**src/rtl/register_file_pkg.sv**
```systemverilog
// Shared types and defaults for the register_file block.
package register_file_pkg;

    // Write-port operation select.
    typedef enum logic [1:0] {
        WR_LOAD = 2'd0,
        WR_INC  = 2'd1,
        WR_DEC  = 2'd2,
        WR_CLR  = 2'd3
    } wr_op_t;

    localparam int DEFAULT_WIDTH    = 16;
    localparam int DEFAULT_NUM_REGS = 8;

endpackage

```
**src/rtl/register_file_reg_cell.sv**
```systemverilog
// reg_cell: one WIDTH-bit register with synchronous clear and write enable.
// Generalisation of the original 16-bit load register.
module reg_cell
    import register_file_pkg::*;
#(
    parameter int WIDTH = DEFAULT_WIDTH
) (
    input  logic             clk,
    input  logic             reset,
    input  logic             write,
    input  logic [WIDTH-1:0] in,
    output logic [WIDTH-1:0] out
);

    logic [WIDTH-1:0] value_reg;

    // Reset wins over write; otherwise load when selected.
    always_ff @(posedge clk) begin
        if (reset) begin
            value_reg <= '0;
        end else if (write) begin
            value_reg <= in;
        end
    end

    assign out = value_reg;

endmodule

```
**src/rtl/register_file.sv**
```systemverilog
// register_file: NUM_REGS x WIDTH register bank, one write port with
// LOAD/INC/DEC/CLR ops, two combinational read ports and a registered
// wrap pulse for INC/DEC overflow.
// Optional build macro REGISTER_FILE_BYPASS_EN: write-through forwarding
// of the post-edge value onto read ports addressing the write target.
module register_file
    import register_file_pkg::*;
#(
    parameter int WIDTH    = DEFAULT_WIDTH,
    parameter int NUM_REGS = DEFAULT_NUM_REGS,
    parameter int ADDR_W   = $clog2(NUM_REGS)
) (
    input  logic              clk,
    input  logic              reset,
    input  logic              wr_en,
    input  logic [1:0]        wr_op,
    input  logic [ADDR_W-1:0] wr_addr,
    input  logic [WIDTH-1:0]  wr_data,
    input  logic [ADDR_W-1:0] rd_addr_a,
    output logic [WIDTH-1:0]  rd_data_a,
    input  logic [ADDR_W-1:0] rd_addr_b,
    output logic [WIDTH-1:0]  rd_data_b,
    output logic              wrap
);

    // One extra bit so NUM_REGS itself is representable for the range check.
    localparam logic [ADDR_W:0] NUM_REGS_W = (ADDR_W + 1)'(NUM_REGS);

    wr_op_t           op;
    logic             wr_valid;
    logic [WIDTH-1:0] cell_out [NUM_REGS];
    logic [WIDTH-1:0] cur_val;
    logic [WIDTH-1:0] addend;
    logic [WIDTH-1:0] sum;
    logic [WIDTH-1:0] wr_value_next;
    logic             wrap_next;
    logic             wrap_reg;

    assign op       = wr_op_t'(wr_op);
    assign wr_valid = wr_en && ({1'b0, wr_addr} < NUM_REGS_W);

    // Current contents of the write target; zero for out-of-range addresses.
    always_comb begin
        cur_val = '0;
        for (int i = 0; i < NUM_REGS; i++) begin
            if (wr_addr == ADDR_W'(i)) begin
                cur_val = cell_out[i];
            end
        end
    end

    // Single shared adder: +1 for INC, +all-ones (i.e. -1) for DEC.
    assign addend = (op == WR_DEC) ? '1 : WIDTH'(1);
    assign sum    = cur_val + addend;

    // Next value of the write target for the selected op.
    always_comb begin
        wr_value_next = '0;
        case (op)
            WR_LOAD: wr_value_next = wr_data;
            WR_INC:  wr_value_next = sum;
            WR_DEC:  wr_value_next = sum;
            WR_CLR:  wr_value_next = '0;
            default: wr_value_next = '0;
        endcase
    end

    // Wrap when INC leaves all-ones or DEC leaves zero on a valid write.
    assign wrap_next = wr_valid &&
                       (((op == WR_INC) && (cur_val == '1)) ||
                        ((op == WR_DEC) && (cur_val == '0)));

    // Wrap flag: one-cycle pulse per wrapping op, cleared by reset.
    always_ff @(posedge clk) begin
        if (reset) begin
            wrap_reg <= 1'b0;
        end else begin
            wrap_reg <= wrap_next;
        end
    end

    assign wrap = wrap_reg;

    // Register cells; only the addressed cell is written.
    for (genvar gi = 0; gi < NUM_REGS; gi++) begin : g_cell
        reg_cell #(
            .WIDTH (WIDTH)
        ) u_cell (
            .clk   (clk),
            .reset (reset),
            .write (wr_valid && (wr_addr == ADDR_W'(gi))),
            .in    (wr_value_next),
            .out   (cell_out[gi])
        );
    end

    // Read port A: stored contents, optionally forwarded from the write port.
    always_comb begin
        rd_data_a = '0;
        for (int i = 0; i < NUM_REGS; i++) begin
            if (rd_addr_a == ADDR_W'(i)) begin
                rd_data_a = cell_out[i];
            end
        end
`ifdef REGISTER_FILE_BYPASS_EN
        if (wr_valid && !reset && (rd_addr_a == wr_addr)) begin
            rd_data_a = wr_value_next;
        end
`endif
    end

    // Read port B: stored contents, optionally forwarded from the write port.
    always_comb begin
        rd_data_b = '0;
        for (int i = 0; i < NUM_REGS; i++) begin
            if (rd_addr_b == ADDR_W'(i)) begin
                rd_data_b = cell_out[i];
            end
        end
`ifdef REGISTER_FILE_BYPASS_EN
        if (wr_valid && !reset && (rd_addr_b == wr_addr)) begin
            rd_data_b = wr_value_next;
        end
`endif
    end

endmodule

```
**config.mk**
```make
export PLATFORM = sky130hd
export DESIGN_NAME = register_file
export DESIGN_NICKNAME = d
export VERILOG_FILES = /design/src/rtl/register_file_pkg.sv /design/src/rtl/register_file_reg_cell.sv /design/src/rtl/register_file.sv
export SDC_FILE = /design/constraint.sdc
export NUM_CORES = 1
export LEC_CHECK = 0
export ABC_AREA = 0
export CAP_MARGIN = 30
export CORE_MARGIN = 2
export CORE_UTILIZATION = 55
export DETAILED_ROUTE_END_ITERATION = 8
export PLACE_DENSITY = 0.76
export SYNTH_ARGS = -nofsm -noshare
export SYNTH_HDL_FRONTEND = slang
export SYNTH_SLANG_ARGS = --single-unit
```
**constraint.sdc**
```tcl
create_clock -name clk -period 4.8 [get_ports clk]
set_input_delay 1.2 -clock clk [delete_from_list [all_inputs] [get_ports clk]]
set_output_delay 1.2 -clock clk [all_outputs]
set_load 0.05 [all_outputs]
```
==> impl_metrics.json, run 1 <==
{
  "outcome": "finished, final reports clean",
  "grt_pass1_wl_microns": 50920,
  "switching_power_mw": 0.9851,
  "fin_nets": 1175,
  "path_max_fanout": 9,
  "crit_slowest_cell": "clkdlybuf4s50_1",
  "cts_buffers": 17,
  "htreeDepth": 4,
  "clock_skew_ps": 8.246,
  "wl_microns": 32450,
  "die_w_microns": 131.2,
  "startpoint": "rd_addr_a[1]",
  "post_drt_wl_per_cell_microns": 23.97,
  "start_util_pct": 56.18,
  "clockBufferDepth": 2,
  "core_sq_mm": 0.01583,
  "io_buffers": 62,
  "required_ps": 3600,
  "clk_transition_reported_paths_ps": 60,
  "grt_usage_pct": 37.63,
  "area_growth_syn_to_layout_pct": 22.23,
  "relSlewSlack_pct": 31.64,
  "globalplace.congestion": 1.003,
  "path_class": "input port to output port",
  "fin_ws_ps": 52.08,
  "r2r-start": "g_cell[4].u_cell.out[1]",
  "path_buf_inv": 3,
  "cts_tree": "built",
  "p_clk_share_pct": 45.6,
  "rsz0062_at_grt": "false",
  "largest_reg_flops": 128,
  "synthArstFlopShare_pct": 0,
  "p_int_mw": 2.411,
  "dp_cells": 1322,
  "grt_overflow": 0,
  "hp-start": "g_cell[4].u_cell.out[1]",
  "crit_arrival_ps": 3550,
  "setup_violations": 0,
  "yosysWarningCount": 0,
  "dieArea_sq_mm": 0.01720,
  "drive_gt1_share_pct": 17.84,
  "tightest_slew_ps": 1023,
  "regArea_sq_mm": 0.002582,
  "post-cts-setup-buffers": 0,
  "fin_crit_sh_pct": 98.91,
  "clock.fmax_ghz": 0.2106,
  "min_path_type": "register to register",
  "start_kind": "input port",
  "antenna_found_initial": 0,
  "cap_violations": 0,
  "static-leakage-power_nw": 3.997,
  "nFillCells": 1258,
  "p_total_mw": 3.396,
  "critPathMaxStageDelay_ps": 690,
  "antenna_left": 0,
  "drtPass1Iterations": 8,
  "slew_violations": 0,
  "hold_violations": 0,
  "ys_seq_area_share_pct": 29.04,
  "cts_root_buffer": "clkbuf_16",
  "synth_ff_type": "dfxtp_1",
  "row_count": 46,
  "ir_drop_v": 0.0002699,
  "setup-tns-final_ps": 0,
  "io_pins": 63,
  "cts-resized-gates": 0,
  "diodes": 0,
  "insertion_delay_ps": 430,
  "synth_cells": 1074,
  "postCtsHoldBufs": 0,
  "pwr-share-comb_pct": 20.6,
  "clock-sinks": 129,
  "period_minus_slack_ps": 4748,
  "dpl_cell_area_sq_mm": 0.01018,
  "die_y_microns": 131.2,
  "syn_area_per_cell_sq_um": 8.280,
  "drc": 0,
  "endpoint_kind": "output port",
  "synth_cell_type_count": 60,
  "fin_area_sq_mm": 0.01087,
  "drt_iter0_drc": 1386,
  "viasPerCell": 6.904,
  "pre_cts_ws_ps": 67.19,
  "pwr_density_cell_mw_per_mm2": 312.4,
  "synth_edf_count": 0,
  "grt_max_degree": 76,
  "p_sw_share_pct": 29.01,
  "hpwlAfterDp_microns": 22530,
  "synthesis.area_sq_mm": 0.008892,
  "synth-seq-cells": 129,
  "synthesis.nets": 1124,
  "vias": 9348,
  "grt_pass1_vias": 8971,
  "path_cells": "clkdlybuf4s50_1 > buf_4 > nand2b_1 > nor2_1 > a21oi_1 > o311ai_0 > o21ai_0 > buf_12",
  "multiInputGateArea_sq_mm": 0.005877,
  "fin_cells": 1354,
  "crit_family": "buffers and inverters",
  "pwr-share-seq_pct": 33.8
}
[power by group through the flow]
stage	registers, mW	logic, mW	clock network, mW
3_3_place_gp	1.17	0.673	0
2_1_floorplan	1.15	0.423	0
4_1_cts	1.15	0.683	1.55
6_report	1.15	0.700	1.55
5_1_grt	1.15	0.740	1.60
3_5_place_dp	1.17	0.677	0
[cell usage after synthesis, drive strengths merged (2+ instances only)]
cell type	instances	share of area [%]
o221ai	22	2.2
a21oi	47	2.7
a221oi	3	0.30
nand3	16	0.90
nor2b	17	1.2
or3	5	0.35
and3	6	0.42
xnor2	2	0.20
dfxtp	129	29
buf	20	1.2
a41oi	3	0.30
ha	19	2.7
nand2	95	4.0
o2111ai	2	0.20
xor2	2	0.20
a311oi	16	1.6
nand3b	25	2.1
o221a	2	0.25
and2	6	0.42
nand2b	6	0.42
a22oi	15	1.3
a22o	29	2.9
o31ai	27	2.3
nand4	9	0.63
mux2	16	2.0
o21a	7	0.59
nor4	3	0.28
a211oi	83	7.1
mux2i	31	3.5
inv	19	0.80
clkbuf	73	3.1
o211ai	2	0.17
nor3	16	0.90
o311ai	3	0.30
a32oi	6	0.93
or4	3	0.25
a2111oi	6	1.0
o22ai	3	0.21
a221o	3	0.34
nor2	176	7.4
mux4	36	9.1
a21o	8	0.68
o21ai	51	2.9
[worst paths after layout]
path	cells after the start	end	slack (ps)
hold / removal	2	g_cell[4].u_cell.out[1]	530
setup / recovery	8	rd_data_a[5]	50
hold reg to reg	2	g_cell[4].u_cell.out[1]	530
setup reg to reg	14	g_cell[4].u_cell.out[8]	1190
[layout make-up]
| class | count | share of cell area (%) |
|---|---|---|
| multi-input cells | 833 | 54.07 |
| repair buffers | 125 | 12.69 |
| flip-flops and latches | 129 | 23.76 |
| clock buffers | 20 | 4.017 |
| well taps | 216 | 2.486 |
| inverters | 19 | 0.6562 |
| clock inverters | 12 | 2.325 |
[cells in the final DEF, fill, tap and decap left out, types with 14 or more instances in the layout]
master,count
nor2b_1,17
buf_12,31
o21ai_0,49
nand3_1,16
o221ai_1,22
a21oi_1,46
buf_4,65
clkdlybuf4s50_1,25
ha_1,19
mux2_2,15
a22o_1,29
nand3b_1,25
inv_1,19
a311oi_1,16
o31ai_1,26
nor2_1,174
nand2_1,95
dfxtp_1,129
mux4_2,36
nor3_1,14
a211oi_1,82
mux2i_1,31
clkbuf_16,17
a22oi_1,15
[kinds of logic (layout without fill, tap and decap cells)]
logic type,count (synthesis),after routing,share of synthesized area (%)
and+or+nand+nor,384,384,19.50
AOI/OAI and AO/OA,342,342,28.49
DFF,129,129,29.04
buffers and inverters,112,176,5.037
muxes,83,83,14.63
adders and majority gates,20,20,2.899
xor gates and xnor gates,4,4,0.3940
[layer usage]
metal  global-route usage [%]  routed length (microns)  vias up
li1                         -                        -     4168
met3                    9.568                     3624      172
met5                        0                        0        -
met2                    59.62                    14470      671
met4                    19.93                     2029        0
met1                    47.32                    12330     4337
[metrics by stage]
stage / util (%) / hold WS, ps
after global placement: 64.32 / 510.6
after floorplan: - / 483.7
final: 68.67 / 529.0
after global routing: 68.67 / 553.5
after detailed placement: 64.32 / 519.6
after CTS: 68.67 / 530.2
[tightest hold or removal path, stage by stage (launching register included)]
cell and delay, ps:
dfxtp_1 330, nor2_1 100, a211oi_1 50
Power figures use the tool's default switching activity.
==> run 2: changes to the inputs <==
--- a/config.mk
+++ b/config.mk
@@ -7,10 +7,13 @@
 export LEC_CHECK = 0
 export ABC_AREA = 0
 export CAP_MARGIN = 30
+export CELL_PAD_IN_SITES_DETAIL_PLACEMENT = 0
+export CELL_PAD_IN_SITES_GLOBAL_PLACEMENT = 1
 export CORE_MARGIN = 2
-export CORE_UTILIZATION = 55
+export CORE_UTILIZATION = 45
 export DETAILED_ROUTE_END_ITERATION = 8
-export PLACE_DENSITY = 0.76
+export GPL_TIMING_DRIVEN = 0
+export PLACE_DENSITY = 0.81
 export SYNTH_ARGS = -nofsm -noshare
 export SYNTH_HDL_FRONTEND = slang
 export SYNTH_SLANG_ARGS = --single-unit
==> impl_metrics.json, run 2 (synthesis gave the netlist of run 1 again) <==
{
  "relSlewSlack_pct": 23.46,
  "period_minus_slack_ps": 4758,
  "grt_overflow": 0,
  "tightest_slew_ps": 1148,
  "fin_nets": 1207,
  "core_sq_mm": 0.01940,
  "fin_crit_sh_pct": 99.12,
  "drt_iter0_drc": 1148,
  "dieArea_sq_mm": 0.02090,
  "p_total_mw": 3.226,
  "final_cell_mix": "nor2_1 (176), dfxtp_1 (129), nand2_1 (95), a211oi_1 (81), clkbuf_1 (51)",
  "cts_buffers": 17,
  "grt_max_degree": 20,
  "outcome": "finished, final reports clean",
  "slew_violations": 0,
  "cts_root_buffer": "clkbuf_16",
  "rsz0062_at_grt": "false",
  "die_y_microns": 144.6,
  "setup_violations": 0,
  "clock_skew_ps": 12.13,
  "hpwlAfterDp_microns": 29680,
  "row_count": 51,
  "postCtsHoldBufs": 0,
  "vias": 9611,
  "antenna_left": 0,
  "pre_cts_ws_ps": -1351,
  "area_growth_syn_to_layout_pct": 20.21,
  "clk_transition_reported_paths_ps": 60,
  "antenna_found_initial": 0,
  "p_sw_share_pct": 32.82,
  "drive_gt1_share_pct": 15.90,
  "start_kind": "input port",
  "required_ps": 3600,
  "clock-sinks": 129,
  "largest_reg_flops": 128,
  "io_buffers": 55,
  "hold_violations": 0,
  "clockBufferDepth": 2,
  "cts_tree": "built",
  "die_w_microns": 144.6,
  "io_pins": 63,
  "wl_microns": 38150,
  "drc": 0,
  "insertion_delay_ps": 440,
  "cap_violations": 0,
  "path_class": "input port to output port",
  "switching_power_mw": 1.059,
  "fin_ws_ps": 42.46,
  "grt_usage_pct": 36.99,
  "min_path_type": "register to register",
  "diodes": 0,
  "endpoint_kind": "output port",
  "static-leakage-power_nw": 3.866,
  "pwr-share-comb_pct": 21.4,
  "htreeDepth": 4,
  "pwr-share-seq_pct": 35.8,
  "grt_pass1_vias": 8871,
  "ir_drop_v": 0.0002288,
  "start_util_pct": 45.84,
  "pwr_density_cell_mw_per_mm2": 301.8,
  "p_clk_share_pct": 42.9,
  "drtPass1Iterations": 7,
  "globalplace.congestion": 1.041,
  "viasPerCell": 6.698,
  "post_drt_wl_per_cell_microns": 26.59,
  "clock.fmax_ghz": 0.2102,
  "p_int_mw": 2.167,
  "path_max_fanout": 10,
  "layout_commonest_cell": "nor2_1",
  "grt_pass1_wl_microns": 56010,
  "crit_arrival_ps": 3560
}
-- run 2: worst max-delay path, stage by stage --
cell and delay, ps:
clkdlybuf4s50_1 540, buf_4 280, clkbuf_4 310, clkbuf_4 310, nor2_1 70, o221ai_1 230
a22o_1 220, clkdlybuf4s15_2 390
-- run 2: cell type report --
class / count / area, sq um
inverter: 19 / 71.32
clock inverter: 13 / 175.2
fill: 1897 / 8710
multi-input combinational: 833 / 6011
clock buffer: 19 / 432.9
buffer: 93 / 447.9
tap: 265 / 331.6
timing repair buffer: 64 / 636.9
sequential: 129 / 2582
-- run 2: per-stage QoR --
stage | hold WS, ps | area (sq um) | setup TNS, ps | std cells | util, %
after floorplan | 483.7 | 8892 | 0 | 1074 | -
after global placement | 520.0 | 9774 | -114970 | 1394 | 50.39
after detailed placement | 525.7 | 9792 | -113660 | 1397 | 50.48
after CTS | 532.0 | 10630 | 0 | 1434 | 54.81
after global routing | 560.0 | 10690 | 0 | 1435 | 55.10
final | 529.8 | 10690 | 0 | 1435 | 55.10
-- run 2: repair_timing --
action                                 CTS  global route
setup buffers                            5             1
gates resized for setup                113            46
endpoints found under the hold margin    0             0
pin swaps                                4             2
setup endpoints to repair              120            90
-- run 2: worst paths after layout --
kind	depth (start not counted)	end	slack, ps	startpoint
worst min-delay path	2	g_cell[2].u_cell.out[7]	530	g_cell[2].u_cell.out[7]
worst min register to register	2	g_cell[2].u_cell.out[7]	530	g_cell[2].u_cell.out[7]
worst max-delay path	8	rd_data_b[8]	40	rd_addr_b[2]
worst max register to register	12	g_cell[4].u_cell.out[14]	1190	g_cell[1].u_cell.out[0]
-- run 2: power groups by stage --
stage | clock network [mW] | logic, mW | registers, mW
floorplan | 0 | 0.423 | 1.15
global placement | 0 | 0.632 | 1.17
detailed placement | 0 | 0.634 | 1.18
CTS | 1.38 | 0.663 | 1.15
global route | 1.42 | 0.729 | 1.15
finish | 1.38 | 0.689 | 1.15
-- run 2: routing by layer --
| layer | wire length [microns] | GRT usage [%] |
|---|---|---|
| met5 | 0 | 0 |
| met2 | 16760 | 57.25 |
| met4 | 2123 | 18.04 |
| met3 | 3564 | 6.987 |
| met1 | 15700 | 49.60 |
